[src/rtl/period_meter_pkg.sv]
// period_meter_pkg: state encoding and default parameters shared by the period meter files.
package period_meter_pkg;
  typedef enum logic [1:0] {IDLE, MEASURE, STALLED} pm_state_t;
  localparam int DEF_CNT_W = 32;
  localparam int DEF_TIMEOUT = 100_000_000;
  localparam int DEF_SYNC_STAGES = 2;
endpackage

[src/rtl/period_meter_sync_rise_detect.sv]
// sync_rise_detect: multi-flop synchronizer for an asynchronous input plus rising-edge pulse.
module sync_rise_detect import period_meter_pkg::*; #(
  parameter int SYNC_STAGES = DEF_SYNC_STAGES
) (
  input  logic clk,
  input  logic reset,
  input  logic d,
  output logic lvl,
  output logic rise
);
  logic [SYNC_STAGES-1:0] sync_q, sync_d;
  logic prv_q, prv_d;
  always_comb begin
    sync_d = {sync_q[SYNC_STAGES-2:0], d};
    prv_d = sync_q[SYNC_STAGES-1];
  end
  always_ff @(posedge clk or negedge reset) begin
    if (!reset) begin
      sync_q <= '0;
      prv_q <= 1'b0;
    end else begin
      sync_q <= sync_d;
      prv_q <= prv_d;
    end
  end
  assign lvl = sync_q[SYNC_STAGES-1];
  assign rise = lvl & ~prv_q;
endmodule

[src/rtl/period_meter.sv]
// period_meter: measures period and high time of a slow signal in clk cycles,
// delivering results over valid/ready with sticky overrun and a stall flag.
module period_meter import period_meter_pkg::*; #(
  parameter int CNT_W = DEF_CNT_W,
  parameter int TIMEOUT = DEF_TIMEOUT,
  parameter int SYNC_STAGES = DEF_SYNC_STAGES
) (
  input  logic             clk,
  input  logic             reset,
  input  logic             sig_in,
  input  logic             result_ready,
  input  logic             clr_overrun,
  output logic [CNT_W-1:0] period,
  output logic [CNT_W-1:0] high_time,
  output logic             result_valid,
  output logic             overrun,
  output logic             stalled
);
  localparam logic [CNT_W-1:0] LAST = CNT_W'(TIMEOUT - 1);
  localparam logic [CNT_W-1:0] ONE = CNT_W'(1);
  pm_state_t state_q, state_d;
  logic [CNT_W-1:0] cnt_q, cnt_d, hcnt_q, hcnt_d, period_q, period_d, high_q, high_d;
  logic valid_q, valid_d, overrun_q, overrun_d, stalled_q, stalled_d;
  logic lvl, rise, latch;
  sync_rise_detect #(.SYNC_STAGES(SYNC_STAGES)) u_sync (
    .clk(clk),
    .reset(reset),
    .d(sig_in),
    .lvl(lvl),
    .rise(rise)
  );
  // Only a rise that closes a full period produces a result; IDLE/STALLED rises just restart counting.
  always_comb begin
    latch = rise && (state_q == MEASURE);
    state_d = state_q;
    cnt_d = cnt_q;
    hcnt_d = hcnt_q;
    stalled_d = stalled_q;
    if (rise) begin
      state_d = MEASURE;
      cnt_d = ONE;
      hcnt_d = ONE;
      stalled_d = 1'b0;
    end else if (state_q == MEASURE) begin
      cnt_d = cnt_q + ONE;
      hcnt_d = hcnt_q + CNT_W'(lvl);
      if (cnt_q == LAST) begin
        state_d = STALLED;
        stalled_d = 1'b1;
      end
    end
    period_d = latch ? cnt_q : period_q;
    high_d = latch ? hcnt_q : high_q;
    valid_d = latch | (valid_q & ~result_ready);
    overrun_d = (latch & valid_q & ~result_ready) | (overrun_q & ~clr_overrun);
  end
  always_ff @(posedge clk or negedge reset) begin
    if (!reset) begin
      state_q <= IDLE;
      cnt_q <= '0;
      hcnt_q <= '0;
      period_q <= '0;
      high_q <= '0;
      valid_q <= 1'b0;
      overrun_q <= 1'b0;
      stalled_q <= 1'b0;
    end else begin
      state_q <= state_d;
      cnt_q <= cnt_d;
      hcnt_q <= hcnt_d;
      period_q <= period_d;
      high_q <= high_d;
      valid_q <= valid_d;
      overrun_q <= overrun_d;
      stalled_q <= stalled_d;
    end
  end
  assign period = period_q;
  assign high_time = high_q;
  assign result_valid = valid_q;
  assign overrun = overrun_q;
  assign stalled = stalled_q;
endmodule

[config.mk]
export PLATFORM = sky130hd
export DESIGN_NAME = period_meter
export DESIGN_NICKNAME = d
export VERILOG_FILES = /design/src/rtl/period_meter_pkg.sv /design/src/rtl/period_meter_sync_rise_detect.sv /design/src/rtl/period_meter.sv
export SDC_FILE = /design/constraint.sdc
export NUM_CORES = 1
export LEC_CHECK = 0
export BUFFER_PORTS_ARGS = -buffer_cell sky130_fd_sc_hd__buf_2
export CORE_ASPECT_RATIO = 1.1
export CORE_MARGIN = 4
export CORE_UTILIZATION = 52
export CTS_CLUSTER_SIZE = 16
export DETAILED_ROUTE_END_ITERATION = 16
export GPL_TIMING_DRIVEN = 1
export HOLD_SLACK_MARGIN = 0.06
export PLACE_DENSITY = 0.85
export SYNTH_ARGS = -nofsm -noshare
export SYNTH_HDL_FRONTEND = slang
export SYNTH_SLANG_ARGS = --single-unit
[constraint.sdc]
create_clock -name clk -period 2.05 [get_ports clk]
set_input_delay 0.5125 -clock clk [delete_from_list [all_inputs] [get_ports clk]]
set_output_delay 0.5125 -clock clk [all_outputs]
set_load 0.005 [all_outputs]
==> results.txt, run 1 <==
Reg power frac = 44.7%
Worst setup path category = register to register
Clk sinks = 135
CTS Hold Bufs = 0
Clk_lat worst skew = 420 ps
Core ar. = 0.0110 mm^2
PwrDens = 898 mW/mm^2
Clock Path Buffers = 2
Clock skew = 5.97 ps
Final Hold Fails = 0
Synth Area per Inst = 11.6 um^2
Hold Crit Class = primary input to asynchronous set/reset pin
TritonCTS clock tree = built
Syn_nets = 510
Worst-path fanout max = 5
Vias in the first global route = 4515
Met2 usage = 35.3%
Fraction of layout cells with a size suffix above 1 = 33.5%
Ys async rst share = 100%
Via density = 5.59
Final Core Density = 66.2%
Die Wd = 109 um
Final TNS setup = 0 ps
Area grow syn2layout = 24.7%
Gr busiest metal = met2
CTS root buf = clkbuf_16
Grt total ovfl = 0
Row count = 40
Worst-path clk slew = 60 ps
Top cell type's share of synthesized area = 58.0%
CTS Buf Count = 17
Tcrit/Tclk final = 96.7%
Via count = 4274
Final HPWL DP = 8.75 mm
DR iter-0 viols = 286
Final Setup Violations = 0
Switching share of power = 22.6%
Drt total wl = 12.8 mm
Status = completed
Top post-synthesis cells by area = dfrtp_1 (58%), mux2_2 (12%), xor2_1 (4.5%), nor2_1 (4.1%), xnor2_1 (3.9%)
Yosys cell types = 31
WL/cell = 16.7 um
Worst-Margin Slew = 585 ps
Seq/Total Area, Yosys = 58.0%
Number of flops mapped to enable cells by yosys = 0
Register bit total from synthesis = 135
CP Data Required Time = 2400 ps
Clock share of power = 48.6%
Drt drc = 0
GR Util met3 = 5.58%
Peak VDD IR = 0.000507 V
Post-layout min period = 1980 ps
P_int = 5040 uW
Top FF cell, synth = dfrtp_1
Total Routing Usage GR = 21.6%
Sw power = 1470 uW
Synth Instances = 502
Cell taking the most area after synthesis = dfrtp_1
Crit end category = register
Logic pwr share = 6.7%
Max-slew headroom = 61.0%
Die Ht = 119 um
Fmax = 504 MHz
Nets = 612
Initial antenna violation count = 0
Met1 Use GR = 27.2%
Post-Synthesis Cell Area = 0.00582 mm^2
I/O pin count = 72
Max-slew violations = 0
CP arrival = 2330 ps
First-pass GRT wire length = 22.0 mm
Initial Util = 53.1%
Ant diodes = 0
Ys Warns = 0
Input/output buffers = 71
H-tree depth = 4
Pre-Repair DR Iteration Count = 7
Pin count of the biggest net entering global routing = 52
Max-cap viol count = 0
CP Launch Type = register
Die area = 0.0130 mm^2
Synth top cells by count = dfrtp_1 (135), nor2_1 (64), mux2_2 (60)
Most frequent cell after synthesis = dfrtp_1
Leak = 0.00359 uW
Antenna-violating nets left = 0
RePlAce Congestion = 0.870
## area by class of cell
type / count / area (um^2)
Fill cell: 793 / 3700
Sequential cell: 135 / 3380
Multi-Input combinational cell: 341 / 2390
Timing Repair Buffer: 103 / 661
Clock buffer: 21 / 480
Tap cell: 147 / 184
Clock inverter: 11 / 146
Inverter: 6 / 22.5
## what timing repair did
| action | in CTS | in global routing |
|---|---|---|
| endpoints found under the setup margin | 1 | 7 |
| cloned | 0 | 0 |
| buffers inserted | 0 | 2 |
| gates resized for setup | 1 | 6 |
## placed cells by master (no fill, tap or decap), types with 13 or more instances in the layout
| cell | count |
|---|---|
| nand3_1 | 23 |
| xnor2_1 | 26 |
| buf_2 | 70 |
| mux2_2 | 60 |
| nand2_1 | 30 |
| dfrtp_1 | 134 |
| clkbuf_16 | 17 |
| nor4_1 | 13 |
| buf_4 | 28 |
| nor2_1 | 64 |
| xor2_1 | 30 |
| nand4_1 | 23 |
## flip-flops by register name, summed over array words and instances (netlist names)
name and cells:
cnt_q 32, hcnt_q 32, high_time 32, period 32, state_q 2, u_sync.sync_q 2, overrun 1, result_valid 1
u_sync.prv_q 1
## critical path: stages (launching register included)
cell     delay (ps)
dfrtp_2         420
nand4_4          90
or3_4           400
or4_4           430
or4_1           420
a21oi_1         150
## worst paths after layout
path	from	to	slack [ps]	cells past startpoint
min in group clk	sig_in	u_sync.sync_q[0]	200	1
worst max register to register	cnt_q[16]	cnt_q[31]	70	5
worst max-delay path	cnt_q[16]	cnt_q[31]	70	5
max in group asynchronous	reset	cnt_q[16]	1400	2
worst min register to register	u_sync.sync_q[0]	u_sync.sync_q[1]	360	0
worst min-delay path	reset	high_time[25]	110	1
## power groups by stage
stage | combinational, uW | clock [uW] | sequential (uW)
after global placement | 426 | 0 | 2950
after floorplan | 228 | 0 | 2940
after detailed placement | 443 | 0 | 2960
after global routing | 502 | 3350 | 2930
final | 438 | 3160 | 2910
after CTS | 449 | 3210 | 2910
## metrics by stage
stage          area (um^2)  hold slack, ps  worst slack, ps  std cells  power (uW)
6_report              7260             106             67.0        764        6520
5_1_grt               7260             144            -5.46        764        6780
4_1_cts               7220             109             1.91        762        6570
3_5_place_dp          6590             348             5.12        730        3400
3_3_place_gp          6590             359              101        730        3380
2_1_floorplan         5820             217             58.1        502        3170
## cell families (layout without fill, tap and decap cells)
family	after synthesis	in the layout	synth area share, %
buffers and inverters	26	141	1.68
AND/OR/NAND/NOR	201	201	17.6
flip-flops	135	135	58.0
adder cells (fa/ha/maj)	3	3	0.645
multiplexers	60	60	11.6
XOR/XNOR	56	56	8.42
AO/OA/AOI/OAI	21	21	2.00
## routing by layer
layer / up-vias / wire length [um]
li1: 1971 / -
met1: 2134 / 5220
met2: 140 / 6650
met3: 29 / 621
met4: 0 / 269
met5: - / 0
Note: power is estimated with default switching activity, not from simulation.
==> inputs of run 2 (changes only) <==
--- a/config.mk
+++ b/config.mk
@@ -14,6 +14,7 @@
 export GPL_TIMING_DRIVEN = 1
 export HOLD_SLACK_MARGIN = 0.06
 export PLACE_DENSITY = 0.85
+export SLEW_MARGIN = 30
 export SYNTH_ARGS = -nofsm -noshare
 export SYNTH_HDL_FRONTEND = slang
 export SYNTH_SLANG_ARGS = --single-unit
==> constraint.sdc (replaced) <==
create_clock -name clk -period 1.8 [get_ports clk]
set_input_delay 0.45 -clock clk [delete_from_list [all_inputs] [get_ports clk]]
set_output_delay 0.45 -clock clk [all_outputs]
set_load 0.005 [all_outputs]
==> run 2 against run 1 <==
The run now ends with setup timing left. Global-route usage up 0.54 points. Count of clock-buffer cells in the layout shrank 1. Largest cell class unchanged. Hold slack gained 40 ps. Core utilization up 3.9 points. Combinational power up 40%. Largest power group is now registers. Cell count rose by 5.8%. Power up 10%.
==> results.txt, run 2 (same netlist as run 1, synthesis figures left out) <==
Reg power frac = 45.9% (+1.2 points)
Clock Path Buffers = 2 (unchanged)
Pin count of the biggest net entering global routing = 52 (unchanged)
Failing checks = setup timing
Worst-Margin Slew = 469 ps (-117 ps)
WL/cell = 17.1 um (+2.1%)
Max-slew violations = 0 (unchanged)
Die Ht = 119 um (unchanged)
Critical path's most frequent cell = or4_4
CP Launch Type = register
H-tree depth = 4 (unchanged)
Drt drc = 0 (unchanged)
Switching share of power = 23.7% (+1.1 points)
Total Routing Usage GR = 22.1% (+0.54 points)
Pre-Repair DR Iteration Count = 5 (-2)
Initial antenna violation count = 0 (unchanged)
Hold Crit Class = primary input to register
WP buf/inv = 0 (unchanged)
Tcrit/Tclk final = 108% (+11 points)
CP max stage delay = 440 ps (about the same)
Met2 usage = 36.1% (+0.84 points)
Drt total wl = 13.8 mm (+8.0%)
Post-layout min period = 1940 ps (-41.1 ps)
Area grow syn2layout = 32.0%
Fmax = 515 MHz (+2.1%)
Setup WS post-layout = -142 ps (-209 ps)
Clk sinks = 135 (unchanged)
GR Util met3 = 5.20% (-0.38 points)
Setup WS pre-CTS = -94.0 ps (-99.2 ps)
TritonCTS clock tree = built
Antenna-violating nets left = 0 (unchanged)
Fraction of layout cells with a size suffix above 1 = 41.0% (+7.4 points)
RSZ-0062 raised after global routing = true
CP Cell Sequence = nand4_4 -> or3_4 -> or4_4 -> or4_4 -> a21oi_2
RePlAce Congestion = 0.884 (+1.5%)
CP arrival = 2290 ps (-40 ps)
Initial Util = 53.1% (unchanged)
Max-cap viol count = 0 (unchanged)
CTS Buf Count = 17 (unchanged)
CP Data Required Time = 2150 ps (-250 ps)
Sw power = 1700 uW (+15%)
Most common cell after layout, fill and taps aside = dfrtp_1
Leak = 0.00388 uW (+8.0%)
CTS root buf = clkbuf_16
Max-slew headroom = 68.8% (+7.8 points)
Peak VDD IR = 0.000634 V (+25%)
Grt total ovfl = 0 (unchanged)
Status = finished, violations left
Final Setup Violations = 10 (+10)
Core ar. = 0.0110 mm^2 (unchanged)
Input/output buffers = 71 (unchanged)
Final HPWL DP = 9.17 mm (+4.9%)
Clk_lat worst skew = 410 ps (about the same)
Clock share of power = 45.6% (-3.0 points)
Die Wd = 109 um (unchanged)
Worst-path fanout max = 2 (-3)
Ant diodes = 0 (unchanged)
Nets = 657 (+7.4%)
Via density = 5.55 (-0.76%)
Crit-path slowest cell = or4_4
PwrDens = 933 mW/mm^2 (+3.9%)
Vias in the first global route = 4704 (+4.2%)
Final TNS setup = -498 ps (-498 ps)
Most frequent cells in the layout = dfrtp_1 (133), buf_4 (71), buf_2 (70)
Crit end category = register
Logic pwr share = 8.6% (+1.9 points)
DR iter-0 viols = 267 (-6.6%)
Worst setup path category = register to register
Gr busiest metal = met2
Final Hold Fails = 0 (unchanged)
Worst-path clk slew = 60 ps (about the same)
Row count = 40 (unchanged)
CP top delay family = simple AND/OR/NAND/NOR gates
Die area = 0.0130 mm^2 (unchanged)
I/O pin count = 72 (unchanged)
Met1 Use GR = 27.6% (+0.41 points)
P_int = 5470 uW (+8.5%)
Fin area = 0.00769 mm^2 (+5.9%)
Clock skew = 8.06 ps (+2.09 ps)
Via count = 4486 (+5.0%)
Area after DPL = 0.00692 mm^2 (+5.1%)
First-pass GRT wire length = 22.5 mm (+2.6%)
run 2: power by group through the flow:
stage               clock network [uW]  logic [uW]  registers [uW]
floorplan                            0         261            3350
global placement                     0         583            3330
detailed placement                   0         613            3340
CTS                               3310         621            3290
global route                      3470         687            3310
finish                            3270         614            3290
run 2: area by class of cell:
| class | count | area [um^2] |
|---|---|---|
| Fill cell | 762 | 3270 |
| Inverter | 6 | 22.5 |
| Clock buffer | 20 | 467 |
| Tap cell | 147 | 184 |
| Sequential cell | 135 | 3380 |
| Clock inverter | 11 | 100 |
| Timing Repair Buffer | 148 | 996 |
| Multi-Input combinational cell | 341 | 2540 |
run 2: what timing repair did:
action / in CTS / in global routing
gates resized for setup: 2 / 25
hold buffers: 1 / 0
setup buffers: 0 / 5
setup endpoints to repair: 5 / 30
pin swaps: 1 / 9
hold endpoints to repair: 44 / 0
run 2: final timing paths:
kind / startpoint / slack, ps / endpoint / cells past startpoint
max: cnt_q[13] / -140 / cnt_q[31] / 5
min: sig_in / 150 / u_sync.sync_q[0] / 1
max reg2reg: cnt_q[13] / -140 / cnt_q[31] / 5
min reg2reg: u_sync.sync_q[0] / 370 / u_sync.sync_q[1] / 0
max in group asynchronous: reset / 660 / cnt_q[13] / 3
min in group asynchronous: reset / 560 / high_time[23] / 2
run 2: layer usage:
layer / vias up / share of wire (%)
li1: 2042 / -
met1: 2244 / 40
met2: 161 / 51
met3: 39 / 5.7
met4: 0 / 2.9
met5: - / 0
run 2: through the flow:
step | power [uW] | hold WS (ps) | util (%) | instances
5_1_grt | 7460 | 133 | 70.1 | 808
3_5_place_dp | 3950 | 366 | 63.1 | 771
2_1_floorplan | 3610 | 154 | - | 502
3_3_place_gp | 3910 | 360 | 63.1 | 771
4_1_cts | 7220 | 133 | 68.5 | 803
6_report | 7170 | 146 | 70.1 | 808
==> inputs of run 3 (changes only) <==
==> constraint.sdc (replaced) <==
create_clock -name clk -period 1.8 [get_ports clk]
set_input_delay 0.27 -clock clk [delete_from_list [all_inputs] [get_ports clk]]
set_output_delay 0.27 -clock clk [all_outputs]
set_load 0.005 [all_outputs]
==> run 3 against run 2 <==
The run still ends with setup timing left. Die area unchanged. Register-to-register slack improved by 20 ps. Core utilization is 1.1 points higher. Clock power rose by 11%. Non-clock buffer count stayed put. Hold slack lost 10 ps. Sequential power about the same. Clock skew rose by 0.61 ps.
==> results.txt, run 3 (same netlist as run 1, synthesis figures left out) <==
Status = finished, violations left
Failing checks = setup timing
Via density = 5.48 (-1.4%)
Vias in the first global route = 4642 (-1.3%)
Core ar. = 0.0110 mm^2 (unchanged)
Clock Path Buffers = 2 (unchanged)
Worst setup path category = register to register
Die Wd = 109 um (unchanged)
Via count = 4430 (-1.2%)
Worst-path clk slew = 60 ps (about the same)
Max-cap viol count = 0 (unchanged)
DR iter-0 viols = 266 (-0.37%)
Pin count of the biggest net entering global routing = 52 (unchanged)
PwrDens = 966 mW/mm^2 (+3.5%)
Post-layout min period = 1930 ps (-15.5 ps)
Leak = 0.00390 uW (+0.68%)
Clk_lat worst skew = 410 ps (about the same)
Final HPWL DP = 9.04 mm (-1.4%)
CTS Buf Count = 17 (unchanged)
H-tree depth = 4 (unchanged)
Worst-path fanout max = 8 (+6)
CP max stage delay = 520 ps (+80 ps)
RSZ-0062 raised after global routing = true
Die Ht = 119 um (unchanged)
Grt total ovfl = 0 (unchanged)
Ant diodes = 0 (unchanged)
Die area = 0.0130 mm^2 (unchanged)
Fmax = 519 MHz (+0.81%)
Crit-path slowest cell = or3_4
Placed Cells = 769 (-0.26%)
Crit end category = register
Fraction of layout cells with a size suffix above 1 = 42.0% (+1.0 points)
Area grow syn2layout = 34.1%
Fin area = 0.00780 mm^2 (+1.5%)
Input/output buffers = 71 (unchanged)
CP Data Required Time = 2140 ps (about the same)
Initial antenna violation count = 0 (unchanged)
Drt total wl = 14.0 mm (+1.4%)
First-pass GRT wire length = 22.2 mm (-1.2%)
Drt drc = 0 (unchanged)
TritonCTS clock tree = built
Most frequent cells in the layout = dfrtp_1 (130), buf_2 (70), buf_4 (69)
Setup WS post-layout = -126 ps (+15.5 ps)
I/O pin count = 72 (unchanged)
Initial Util = 53.1% (unchanged)
Max-slew headroom = 72.3% (+3.6 points)
CTS root buf = clkbuf_16
Final Hold Fails = 0 (unchanged)
Clk sinks = 135 (unchanged)
Tot Pwr = 7540 uW (+5.1%)
RePlAce Congestion = 0.861 (-2.6%)
Clock skew = 8.67 ps (+0.609 ps)
WL/cell = 17.3 um (+1.3%)
Most common cell after layout, fill and taps aside = dfrtp_1
Non-Filler Instances = 809 (+0.12%)
Tcrit/Tclk final = 107% (-0.86 points)
Row count = 40 (unchanged)
Hold Crit Class = primary input to register
CP Cell Sequence = ha_2 -> nand3b_1 -> or3_4 -> buf_6 -> or3_1 -> a21oi_1
Area after DPL = 0.00688 mm^2 (-0.58%)
Nets = 657 (unchanged)
Peak VDD IR = 0.000665 V (+4.9%)
CP Launch Type = register
Pre-Repair DR Iteration Count = 4 (-1)
Final Core Density = 71.2% (+1.1 points)
Total Routing Usage GR = 21.8% (-0.33 points)
Antenna-violating nets left = 0 (unchanged)
Final Setup Violations = 6 (-4)
Max-slew violations = 0 (unchanged)
Setup slack on the worst flop-to-flop path = -130 ps (+20 ps)
CP arrival = 2260 ps (-30 ps)
Worst-Margin Slew = 409 ps (-59.2 ps)
[run 3: changes by cell type in the layout (fill, tap and decap cells not counted), moves of 3 or more]
cell        delta
nand3_2        +4
clkinv_2       -3
nand3_1        -5
dfrtp_1        -3
dfrtp_2        +3
clkinvlp_4     -3
[run 3: report_power, final]
part	switching, uW	total [uW]	internal, uW
registers	105	3290	3190
clock network	1290	3630	2340
logic	330	615	286
[run 3: repair_timing]
item / in CTS / in global routing
endpoints found under the setup margin: 2 / 35
buffers inserted: 1 / 4
gates resized for setup: 2 / 41
pin swaps: 1 / 17
endpoints found under the hold margin: 36 / 0
hold buffers: 3 / 0
[run 3: final cells by class]
class	count	area [um^2]
clock buffer	23	488
clock inverter	9	140
fill	722	3160
inverter	6	22.5
multi-input combinational	341	2600
sequential	135	3380
tap	147	184
timing repair buffer	148	983
[run 3: path summary, 6_finish.rpt]
| check | from | endpoint | cells past startpoint |
|---|---|---|---|
| setup / recovery | hcnt_q[0] | hcnt_q[10] | 6 |
| hold / removal | result_ready | result_valid | 3 |
| setup reg to reg | hcnt_q[0] | hcnt_q[10] | 6 |
| hold reg to reg | u_sync.sync_q[0] | u_sync.sync_q[1] | 0 |
| max in group asynchronous | reset | state_q[0] | 3 |
| min in group asynchronous | reset | high_time[29] | 2 |
[run 3: routing by layer]
| metal | track usage, % | vias up | part of all wire [%] |
|---|---|---|---|
| met4 | 6.16 | 0 | 1.5 |
| li1 | - | 2049 | - |
| met2 | 36.9 | 125 | 53 |
| met5 | 0 | - | 0 |
| met1 | 27.2 | 2234 | 41 |
| met3 | 5.91 | 22 | 4.5 |
[run 3: per-stage QoR]
step / worst slack (ps) / hold WS [ps] / TNS [ps]
finish: -126 / 136 / -574
global route: -195 / 140 / -1510
CTS: -99.7 / 126 / -99.7
detailed placement: -91.9 / 188 / -93.3
global placement: -26.9 / 186 / -26.9
floorplan: -137 / -25.6 / -181
[run 3: critical path, delay by kind of cell (launching register included)]
kind,cells,cell delay [ps]
buffers and inverters,1,170
and+or+nand+nor,3,1020
adders and majority gates,1,180
AOI/OAI and AO/OA,1,120
DFF,1,350
